==> src/rtl/orientation_pkg.sv <==
// Shared constants and the packed-word type for the orientation FIFO write-side packer.
package orientation_pkg;
  localparam int SW     = 16;
  localparam int LANES  = 8;
  localparam int WW     = LANES * SW;
  localparam int LIDX_W = $clog2(LANES);
  localparam logic [SW-1:0] PAD_DEFAULT = 16'h0000;

  typedef logic [LANES-1:0][SW-1:0] word_t;
endpackage

==> src/rtl/orientation_lane_packer.sv <==
// Lane register and fill count: accepted samples land in lane[count]; a completing sample
// (lane 7 or last) pads the lanes above it and returns count to 0. word_next is the post-edge word.
module orientation_lane_packer
  import orientation_pkg::*;
#(
  parameter logic [SW-1:0] PAD = PAD_DEFAULT
) (
  input  logic              clk,
  input  logic              reset,
  input  logic              accept,
  input  logic [SW-1:0]     data,
  input  logic              last,
  output word_t             word_next,
  output word_t             word_held,
  output logic              done,
  output logic [LIDX_W-1:0] count
);
  word_t lanes;

  assign done      = accept && (last || count == LIDX_W'(LANES - 1));
  assign word_held = lanes;

  always_comb begin
    word_next = lanes;
    if (accept) begin
      for (int i = 0; i < LANES; i++) begin
        if (LIDX_W'(i) == count) begin
          word_next[i] = data;
        end else if (done && LIDX_W'(i) > count) begin
          word_next[i] = PAD;
        end
      end
    end
  end

  // While a completed word waits for the output register, accept stays low so lanes hold it.
  always_ff @(posedge clk) begin
    if (reset) begin
      lanes <= '0;
      count <= '0;
    end else if (accept) begin
      lanes <= word_next;
      count <= done ? '0 : count + LIDX_W'(1);
    end
  end
endmodule

==> src/rtl/orientation_fifo_packer.sv <==
// Packs 16-bit orientation samples into 128-bit FIFO words (lane 0 = first sample), one-word skid
// behind the output register; owrreq only while FIFO not full. ORIENT_PACK_WORDCNT_EN adds counters.
module orientation_fifo_packer
  import orientation_pkg::*;
#(
  parameter logic [SW-1:0] PAD = PAD_DEFAULT
) (
  input  logic          iclk,
  input  logic          ireset,
  input  logic [SW-1:0] idata,
  input  logic          ivalid,
  input  logic          ilast,
  output logic          oready,
  input  logic          iwrfull,
  output logic          owrreq,
  output logic [WW-1:0] owdata,
  output logic          obusy
`ifdef ORIENT_PACK_WORDCNT_EN
  ,
  output logic [15:0]   owordcnt,
  output logic [15:0]   okpcnt
`endif
);
  logic              accept;
  logic              done;
  logic              pack_full;
  logic              out_valid;
  logic              out_free;
  logic [LIDX_W-1:0] count;
  word_t             word_next;
  word_t             word_held;
  word_t             out_word;

  orientation_lane_packer #(.PAD(PAD)) u_lanes (
    .clk       (iclk),
    .reset     (ireset),
    .accept    (accept),
    .data      (idata),
    .last      (ilast),
    .word_next (word_next),
    .word_held (word_held),
    .done      (done),
    .count     (count)
  );

  assign oready   = !pack_full;
  assign accept   = ivalid && oready;
  // Gated by reset so a buffered word is never written on the discarding cycle.
  assign owrreq   = out_valid && !iwrfull && !ireset;
  assign out_free = !out_valid || owrreq;
  assign owdata   = out_word;
  assign obusy    = (count != '0) || pack_full || out_valid;

  always_ff @(posedge iclk) begin
    if (ireset) begin
      pack_full <= 1'b0;
      out_valid <= 1'b0;
      out_word  <= '0;
    end else if (done && out_free) begin
      out_word  <= word_next;
      out_valid <= 1'b1;
    end else if (done) begin
      pack_full <= 1'b1;
    end else if (pack_full && out_free) begin
      out_word  <= word_held;
      out_valid <= 1'b1;
      pack_full <= 1'b0;
    end else if (owrreq) begin
      out_valid <= 1'b0;
    end
  end

`ifdef ORIENT_PACK_WORDCNT_EN
  always_ff @(posedge iclk) begin
    if (ireset) begin
      owordcnt <= '0;
      okpcnt   <= '0;
    end else begin
      if (owrreq) owordcnt <= owordcnt + 16'd1;
      if (accept && ilast) okpcnt <= okpcnt + 16'd1;
    end
  end
`endif
endmodule

==> config.mk <==
export PLATFORM = sky130hd
export DESIGN_NAME = orientation_fifo_packer
export DESIGN_NICKNAME = d
export VERILOG_FILES = /design/src/rtl/orientation_pkg.sv /design/src/rtl/orientation_lane_packer.sv /design/src/rtl/orientation_fifo_packer.sv
export SDC_FILE = /design/constraint.sdc
export NUM_CORES = 1
export LEC_CHECK = 0
export CAP_MARGIN = 20
export CORE_MARGIN = 1.5
export CORE_UTILIZATION = 59
export CTS_CLUSTER_DIAMETER = 30
export DETAILED_ROUTE_END_ITERATION = 8
export GPL_TIMING_DRIVEN = 0
export PLACE_DENSITY = 0.91
export RECOVER_POWER = 25
export SLEW_MARGIN = 30
export SYNTH_ARGS = -nofsm -noshare
export SYNTH_HDL_FRONTEND = slang
export SYNTH_SLANG_ARGS = --single-unit
==> constraint.sdc <==
create_clock -name iclk -period 3 [get_ports iclk]
set_input_delay 0.75 -clock iclk [delete_from_list [all_inputs] [get_ports iclk]]
set_output_delay 0.75 -clock iclk [all_outputs]
set_load 0.005 [all_outputs]
==> flow_metrics.env, run 1 <==
export IMPL_status="finished clean"
export IMPL_root_buffer="clkbuf_16"
export IMPL_cpPeakStageDelay_ns=0.55
export IMPL_cp_cell_sequence="ha_1, or2_1, buf_4, clkbuf_1, nand4_1, buf_2, a22oi_1, o2bb2ai_1"
export IMPL_clk_latency_ns=0.55
export IMPL_final_common_cell="dfxtp_1"
export IMPL_reg2reg_depth=8
export IMPL_r2r_end="owdata[61]"
export IMPL_path_buf_inv=3
export IMPL_syn_num_nets=1190
export IMPL_p_leak_uw=0.00536
export IMPL_grt_pass1_vias=10729
export IMPL_cp_required_ns=3.42
export IMPL_wl_um=39400
export IMPL_min_to="owdata[120]"
export IMPL_drc=0
export IMPL_grt_start_max_net_pins=20
export IMPL_critPathTopFamily="buffers and inverters"
export IMPL_cts_hold_buf=0
export IMPL_synth_edff_count=0
export IMPL_synth_area_mm2=0.0108
export IMPL_antenna_found_initial=2
export IMPL_nNetsFinal=1380
export IMPL_hp_start="owdata[120]"
export IMPL_fin_skew_ns=0.0272
export IMPL_grt_util_all_layers_pct=39.6
export IMPL_clk_path_buf_depth=3
export IMPL_cts_inserted_buffers=44
export IMPL_post_cts_buffers=0
export IMPL_crit_type="reg2reg"
export IMPL_ir_worst_vdd_uv=773
export IMPL_ys_flop_type="dfxtp_1"
export IMPL_synthArstFlopShare_pct=0
export IMPL_initial_core_util_pct=60.1
export IMPL_vias=11292
export IMPL_dr_pass1_iters=6
export IMPL_dp_hpwl_um=25300
export IMPL_fillers=1112
export IMPL_period_needed_ns=2.94
export IMPL_drt_iter0_markers=1623
export IMPL_final_cells=1623
export IMPL_max_freq_ghz=0.340
export IMPL_post_route_period_util_pct=98.0
export IMPL_worstSetupEndpointType="flop"
export IMPL_cap_violations=0
export IMPL_relSlewSlack_pct=38.9
export IMPL_final_hold_violation_count=0
export IMPL_fp_dieW_um=138
export IMPL_power_per_cell_area_mw_per_mm2=683
export IMPL_globalplace_congestion=1.05
export IMPL_coreArea_mm2=0.0180
export IMPL_rr_startpoint="u_lanes.count[2]"
export IMPL_io_pins=152
export IMPL_cts_sinks=261
export IMPL_grt_pass1_wl_um=60000
export IMPL_critPathLaunchType="flop"
export IMPL_htreeDepth=2
export IMPL_total_power_uw=9650
export IMPL_yosysSeqAreaShare_pct=48.4
export IMPL_fp_dieH_um=138
export IMPL_yosys_register_bits=261
export IMPL_grt_overflow=0
export IMPL_die_area_mm2=0.0191
export IMPL_crit_slowest_cell="dfxtp_1"
export IMPL_setup_tns_ns=0
export IMPL_yosys_cell_types_count=64
export IMPL_arrival_ns=3.36
export IMPL_tightest_slew_ns=0.916
export IMPL_via_per_inst=6.96
export IMPL_rows=49
export IMPL_detail_route_wl_per_cell_um=24.3
export IMPL_clk_pin_slew_ns=0.05
export IMPL_antenna_left=0
export IMPL_rsz0062_at_grt="false"
export IMPL_ys_warn_count=0
export IMPL_finalSetupViolations=0
export IMPL_syn_to_final_growth_pct=30.8
export IMPL_dp_cells=1539
export IMPL_cp_max_fo=10
export IMPL_postSynthAreaPerCell_um2=9.27
export IMPL_netlist_instances=1165
export IMPL_hp_class="reg2reg"
export IMPL_whs_path_depth=2
export IMPL_slew_viol_final=0
export IMPL_final_cell_mix="dfxtp_1 (261), nor2_1 (161), a22oi_1 (96)"
export IMPL_drive_above_1_share_pct=11.9
export IMPL_reg2reg_slack_ns=0.06
export IMPL_tritoncts="built"
export IMPL_io_buffer_count=145
export IMPL_whs_ns=0.446
## per-stage QoR
step / worst slack [ns] / utilization, % / instance area, um2
after floorplan: 0.917 / - / 10800
after global placement: -0.308 / 69.8 / 12500
after detailed placement: -0.327 / 69.8 / 12500
after CTS: 0.0164 / 78.5 / 14100
after global routing: 0.0211 / 78.6 / 14100
final: 0.0611 / 78.6 / 14100
## routing by layer
metal | vias to the layer above | wire length, um | global-route usage, %
li1 | 4773 | - | -
met1 | 5286 | 14500 | 49.6
met2 | 986 | 17200 | 61.1
met3 | 247 | 5060 | 9.77
met4 | 0 | 2690 | 25.8
met5 | - | 0 | 0
## area by class of cell
| cell class | count | area, um2 | share of cell area, % |
|---|---|---|---|
| sequential | 261 | 5230 | 37.0 |
| multi-input combinational | 752 | 4890 | 34.6 |
| timing repair buffer | 145 | 1450 | 10.3 |
| clock buffer | 49 | 1160 | 8.22 |
| buffer | 135 | 632 | 4.47 |
| clock inverter | 33 | 409 | 2.90 |
| tap | 229 | 287 | 2.03 |
| inverter | 16 | 60.1 | 0.425 |
| antenna | 3 | 7.51 | 0.0531 |
## flip-flops by register name, indices dropped and copies added, names as in the netlist
name,count
out_valid,1
owdata,128
pack_full,1
u_lanes.count,3
u_lanes.word_held,128
## worst max path at each step
stage	startpoint	endpoint	cells past startpoint
2_1_floorplan	ireset	owrreq	3
3_3_place_gp	ireset	owrreq	5
3_5_place_dp	ireset	owrreq	5
4_1_cts	u_lanes.count[0]	obusy	5
5_1_grt	u_lanes.count[0]	obusy	5
6_report	u_lanes.count[2]	owdata[61]	8
## worst register-to-register path, delay by kind of cell, from the launching register on
kind	cells	cell delay, ns
AOI/OAI and AO/OA	2	0.37
adders and majority gates	1	0.30
buffers and inverters	3	1.04
DFF	1	0.55
and+or+nand+nor	2	0.57
## kinds of logic after synthesis
logic type / share of synthesized area (%)
compound gates: 30.6
simple gates: 14.2
flops: 48.4
buf+inv: 6.37
fa+ha+maj: 0.464
## timing repair
item,in CTS,in global routing
gates resized for setup,2,4
pin swaps,0,0
endpoints found under the setup margin,1,2
## where the power goes
| part | switching, uW | internal [uW] |
|---|---|---|
| logic | 514 | 239 |
| clock network | 1930 | 3380 |
| registers | 48.4 | 3540 |
| total | 2490 | 7150 |
## synthesized netlist by cell type (17+ instances only)
master,n,share of area [%]
clkbuf_1,72,2.5
nand3_1,17,0.79
a22oi_1,96,6.7
a311oi_1,17,1.4
nand2_1,46,1.6
o2bb2ai_1,50,4.1
o21ai_0,42,1.9
and2_1,36,2.1
a221o_1,34,3.2
a21oi_1,62,2.9
dfxtp_1,261,48
buf_2,49,2.3
a221oi_1,35,2.8
nor2_1,161,5.6
Note: power is estimated with default switching activity, not from simulation.
==> inputs of run 2 (changes only) <==
--- a/config.mk
+++ b/config.mk
@@ -10,9 +10,9 @@
 export CORE_UTILIZATION = 59
 export CTS_CLUSTER_DIAMETER = 30
 export DETAILED_ROUTE_END_ITERATION = 8
-export GPL_TIMING_DRIVEN = 0
 export PLACE_DENSITY = 0.91
 export RECOVER_POWER = 25
+export SKIP_CTS_REPAIR_TIMING = 1
 export SLEW_MARGIN = 30
 export SYNTH_ARGS = -nofsm -noshare
 export SYNTH_HDL_FRONTEND = slang
==> run 2 against run 1 <==
Net effect: first-iteration DRC count grew 3.1%; sequential share of layout area is 0.13 points higher; design area decreased by 0.31%; sequential cell count unchanged; critical path type is now reg2out; critical endpoint is now obusy.
==> flow_metrics.env, run 2 (synthesis results as in run 1) <==
export IMPL_htreeDepth=2
export IMPL_post_route_period_util_pct=97.0
export IMPL_cts_inserted_buffers=43
export IMPL_diodes=0
export IMPL_io_pins=152
export IMPL_whs_path_depth=2
export IMPL_via_per_inst=6.89
export IMPL_setup_ws_ns=0.0904
export IMPL_post_place_ws_ns=0.157
export IMPL_path_buf_inv=2
export IMPL_crit_type="reg2out"
export IMPL_grt_start_max_net_pins=128
export IMPL_fillers=1087
export IMPL_cap_violations=0
export IMPL_ir_worst_vdd_uv=634
export IMPL_coreArea_mm2=0.0180
export IMPL_dp_cells=1480
export IMPL_tightest_slew_ns=0.988
export IMPL_drive_above_1_share_pct=12.5
export IMPL_grt_util_all_layers_pct=35.9
export IMPL_fin_util_pct=78.4
export IMPL_clk_pin_slew_ns=0.05
export IMPL_cts_sinks=261
export IMPL_hp_class="reg2reg"
export IMPL_vias=10747
export IMPL_cp_depth=4
export IMPL_grt_pass1_wl_um=55600
export IMPL_antenna_left=0
export IMPL_globalplace_congestion=0.949
export IMPL_initial_core_util_pct=60.1
export IMPL_worstSetupEndpointType="output pin"
export IMPL_max_freq_ghz=0.344
export IMPL_clk_path_buf_depth=3
export IMPL_nNetsFinal=1321
export IMPL_clk_latency_ns=0.53
export IMPL_relSlewSlack_pct=34.2
export IMPL_cp_cell_sequence="inv_1, ha_1, nand3b_1, clkdlybuf4s50_1"
export IMPL_grt_overflow=0
export IMPL_crit_slowest_cell="clkdlybuf4s50_1"
export IMPL_dp_hpwl_um=21300
export IMPL_antenna_found_initial=1
export IMPL_io_buffer_count=151
export IMPL_wl_um=36100
export IMPL_dr_pass1_iters=6
export IMPL_cpPeakStageDelay_ns=0.53
export IMPL_p_leak_uw=0.00514
export IMPL_cp_required_ns=2.25
export IMPL_fp_dieH_um=138
export IMPL_final_hold_violation_count=0
export IMPL_rsz0062_at_grt="false"
export IMPL_syn_to_final_growth_pct=30.4
export IMPL_slew_viol_final=0
export IMPL_cp_max_fo=13
export IMPL_period_needed_ns=2.91
export IMPL_power_per_cell_area_mw_per_mm2=678
export IMPL_grt_pass1_vias=10224
export IMPL_tritoncts="built"
export IMPL_critPathLaunchType="flop"
export IMPL_final_cell_mix="dfxtp_1 (259), nor2_1 (161), clkdlybuf4s50_1 (123)"
export IMPL_fp_dieW_um=138
export IMPL_final_cells=1559
export IMPL_arrival_ns=2.16
export IMPL_critPathTopFamily="buffers and inverters"
export IMPL_rows=49
export IMPL_drt_iter0_markers=1673
export IMPL_reg2reg_depth=7
export IMPL_finalSetupViolations=0
export IMPL_die_area_mm2=0.0191
export IMPL_status="finished clean"
export IMPL_detail_route_wl_per_cell_um=23.2
export IMPL_fin_skew_ns=0.0178
export IMPL_root_buffer="clkbuf_16"
export IMPL_drc=0
export IMPL_final_common_cell="dfxtp_1"
-- run 2: metrics by stage --
stage,setup TNS [ns],hold WS [ns],area [um2],power [uW]
after floorplan,0,0.437,10800,4040
final,0,0.445,14100,9550
after CTS,-0.0854,0.453,14100,9540
after detailed placement,0,0.446,12600,4370
after global routing,0,0.470,14100,9750
after global placement,0,0.440,12600,4350
-- run 2: final timing paths --
kind,from,end,slack (ns)
setup / recovery,u_lanes.count[0],obusy,0.09
hold / removal,owdata[119],owdata[119],0.45
setup reg to reg,u_lanes.count[0],owdata[99],0.18
hold reg to reg,owdata[119],owdata[119],0.45
-- run 2: layout make-up --
cell class	instances	area, um2	area share, %
timing repair buffer	222	2080	14.8
tap	229	287	2.03
clock inverter	27	367	2.60
sequential	261	5230	37.1
multi-input combinational	752	4880	34.6
clock buffer	52	1180	8.40
inverter	16	60.1	0.427
-- run 2: report_power, final --
| group | leakage [uW] | switching [uW] | total [uW] | internal, uW |
|---|---|---|---|---|
| registers | 0.00211 | 54.8 | 3590 | 3540 |
| logic | 0.00228 | 465 | 735 | 269 |
| clock network | 0.000747 | 1830 | 5220 | 3390 |
| total | 0.00514 | 2350 | 9550 | 7200 |
-- run 2: per-layer routing --
layer | wire length [um] | vias up | part of all wire [%] | GRT usage [%]
met5 | 13 | - | 0.036 | 0
met4 | 2280 | 2 | 6.3 | 21.2
met3 | 3930 | 197 | 11 | 7.20
met2 | 16300 | 850 | 45 | 56.4
met1 | 13600 | 5069 | 38 | 46.1
li1 | - | 4629 | - | -
-- run 2: worst register-to-register path, cell delays in order (launching register included) --
cell and delay (ns):
dfxtp_2 0.39, ha_1 0.22, ha_1 0.20, or2_1 0.34
clkbuf_1 0.22, a31oi_2 0.67, a221oi_1 0.21, o32ai_1 0.44
==> inputs of run 3 (changes only) <==
--- a/config.mk
+++ b/config.mk
@@ -7,13 +7,16 @@
 export LEC_CHECK = 0
 export CAP_MARGIN = 20
 export CORE_MARGIN = 1.5
-export CORE_UTILIZATION = 59
+export CORE_UTILIZATION = 61
+export CTS_BUF_LIST = sky130_fd_sc_hd__clkbuf_8
 export CTS_CLUSTER_DIAMETER = 30
 export DETAILED_ROUTE_END_ITERATION = 8
-export PLACE_DENSITY = 0.91
+export GPL_TIMING_DRIVEN = 0
+export PLACE_DENSITY = 0.94
 export RECOVER_POWER = 25
 export SKIP_CTS_REPAIR_TIMING = 1
 export SLEW_MARGIN = 30
 export SYNTH_ARGS = -nofsm -noshare
 export SYNTH_HDL_FRONTEND = slang
 export SYNTH_SLANG_ARGS = --single-unit
+export TNS_END_PERCENT = 1
==> run 3 against run 2 <==
Net effect: clock-buffer cell count is 4 higher; worst hold slack about the same; register-to-register slack improved by 0.04 ns; sequential power is essentially flat; final cell count up 3.9%; core utilization barely moved; power shrank 16%; non-clock buffer count grew 58; critical path depth unchanged.
==> flow_metrics.env, run 3 (synthesis results as in run 1) <==
export IMPL_cp_max_fo=19
export IMPL_placed_area_mm2=0.0125
export IMPL_die_area_mm2=0.0185
export IMPL_grt_pass1_vias=10594
export IMPL_fin_skew_ns=0.0253
export IMPL_status="finished clean"
export IMPL_fin_util_pct=78.4
export IMPL_cpPeakStageDelay_ns=0.53
export IMPL_period_needed_ns=2.93
export IMPL_dp_hpwl_um=25400
export IMPL_worstSetupEndpointType="output pin"
export IMPL_critPathLaunchType="input pin"
export IMPL_clk_path_buf_depth=3
export IMPL_arrival_ns=2.18
export IMPL_stdcell_area_mm2=0.0136
export IMPL_relSlewSlack_pct=38.8
export IMPL_cp_cell_sequence="clkdlybuf4s50_1, buf_4, nor3b_1, clkdlybuf4s50_1"
export IMPL_hp_class="reg2reg"
export IMPL_cts_sinks=261
export IMPL_initial_core_util_pct=62.4
export IMPL_tritoncts="built"
export IMPL_io_buffer_count=145
export IMPL_rsz0062_at_grt="false"
export IMPL_syn_to_final_growth_pct=25.6
export IMPL_dr_pass1_iters=7
export IMPL_rows=48
export IMPL_diodes=0
export IMPL_detail_route_wl_per_cell_um=23.5
export IMPL_crit_top_cell="clkdlybuf4s50_1"
export IMPL_antenna_left=0
export IMPL_dp_cells=1535
export IMPL_path_buf_inv=3
export IMPL_fp_dieW_um=136
export IMPL_tightest_slew_ns=0.917
export IMPL_cap_violations=0
export IMPL_finalSetupViolations=0
export IMPL_rr_startpoint="u_lanes.count[0]"
export IMPL_slew_viol_final=0
export IMPL_p_leak_uw=0.00513
export IMPL_final_cells=1620
export IMPL_critPathLaunch="ireset"
export IMPL_vias=11104
export IMPL_antenna_found_initial=0
export IMPL_htreeDepth=2
export IMPL_hp_start="owdata[115]"
export IMPL_final_common_cell="dfxtp_1"
export IMPL_nNetsFinal=1384
export IMPL_coreArea_mm2=0.0173
export IMPL_via_per_inst=6.85
export IMPL_cp_required_ns=2.25
export IMPL_clk_pin_slew_ns=0.06
export IMPL_fp_dieH_um=136
export IMPL_io_pins=152
export IMPL_drt_iter0_markers=1610
export IMPL_final_hold_violation_count=0
export IMPL_ir_worst_vdd_uv=456
export IMPL_root_buffer="clkbuf_8"
export IMPL_drive_above_1_share_pct=11.0
export IMPL_globalplace_congestion=0.998
export IMPL_grt_overflow=0
export IMPL_power_per_cell_area_mw_per_mm2=590
export IMPL_max_freq_ghz=0.342
export IMPL_critPathTopFamily="buffers and inverters"
export IMPL_cts_inserted_buffers=48
export IMPL_grt_pass1_wl_um=57500
export IMPL_grt_util_all_layers_pct=40.4
export IMPL_post_route_period_util_pct=97.6
export IMPL_crit_type="in2out"
export IMPL_clk_latency_ns=0.59
export IMPL_grt_start_max_net_pins=13
export IMPL_crit_slowest_cell="clkdlybuf4s50_1"
export IMPL_wl_um=38100
export IMPL_final_cell_mix="dfxtp_1 (261), nor2_1 (161), a22oi_1 (96)"
export IMPL_drc=0
## run 3: tightest hold or removal path: stages (launching register included)
cell	delay, ns
dfxtp_1	0.30
nand2_1	0.05
a21oi_1	0.05
## run 3: path summary, 6_finish.rpt
kind | endpoint | slack [ns] | cells past startpoint
max | owrreq | 0.07 | 4
min | owdata[115] | 0.45 | 2
max reg2reg | owdata[105] | 0.22 | 9
min reg2reg | owdata[115] | 0.45 | 2
## run 3: report_power, final
group	internal, uW	total (uW)	switching (uW)
Sequential	3540	3590	49.5
Clock	2140	3670	1540
Combinational	238	744	505
## run 3: final cells by class
type / instances / area (um2)
flip-flops and latches: 261 / 5230
multi-input cells: 752 / 4870
fillers: 1160 / 3740
repair buffers: 145 / 1450
clock buffers: 56 / 771
plain buffers: 135 / 626
well taps: 225 / 282
clock inverters: 30 / 275
inverters: 16 / 60.1
## run 3: routing by layer
metal | global-route usage, % | share of wire, % | routed length [um]
met4 | 29.3 | 7.6 | 2890
met1 | 48.8 | 35 | 13400
met3 | 9.88 | 13 | 4910
met2 | 62.9 | 44 | 16900
met5 | 0 | 0 | 0
## run 3: per-stage QoR
stage | TNS, ns | worst slack [ns] | total power, uW | hold slack (ns)
2_1_floorplan | 0 | 0.917 | 4040 | 0.437
3_3_place_gp | -0.407 | -0.246 | 4350 | 0.439
3_5_place_dp | -1.51 | -0.273 | 4370 | 0.443
4_1_cts | -0.284 | -0.284 | 7950 | 0.452
5_1_grt | 0 | 0.00432 | 8160 | 0.462
6_report | 0 | 0.0730 | 8000 | 0.446
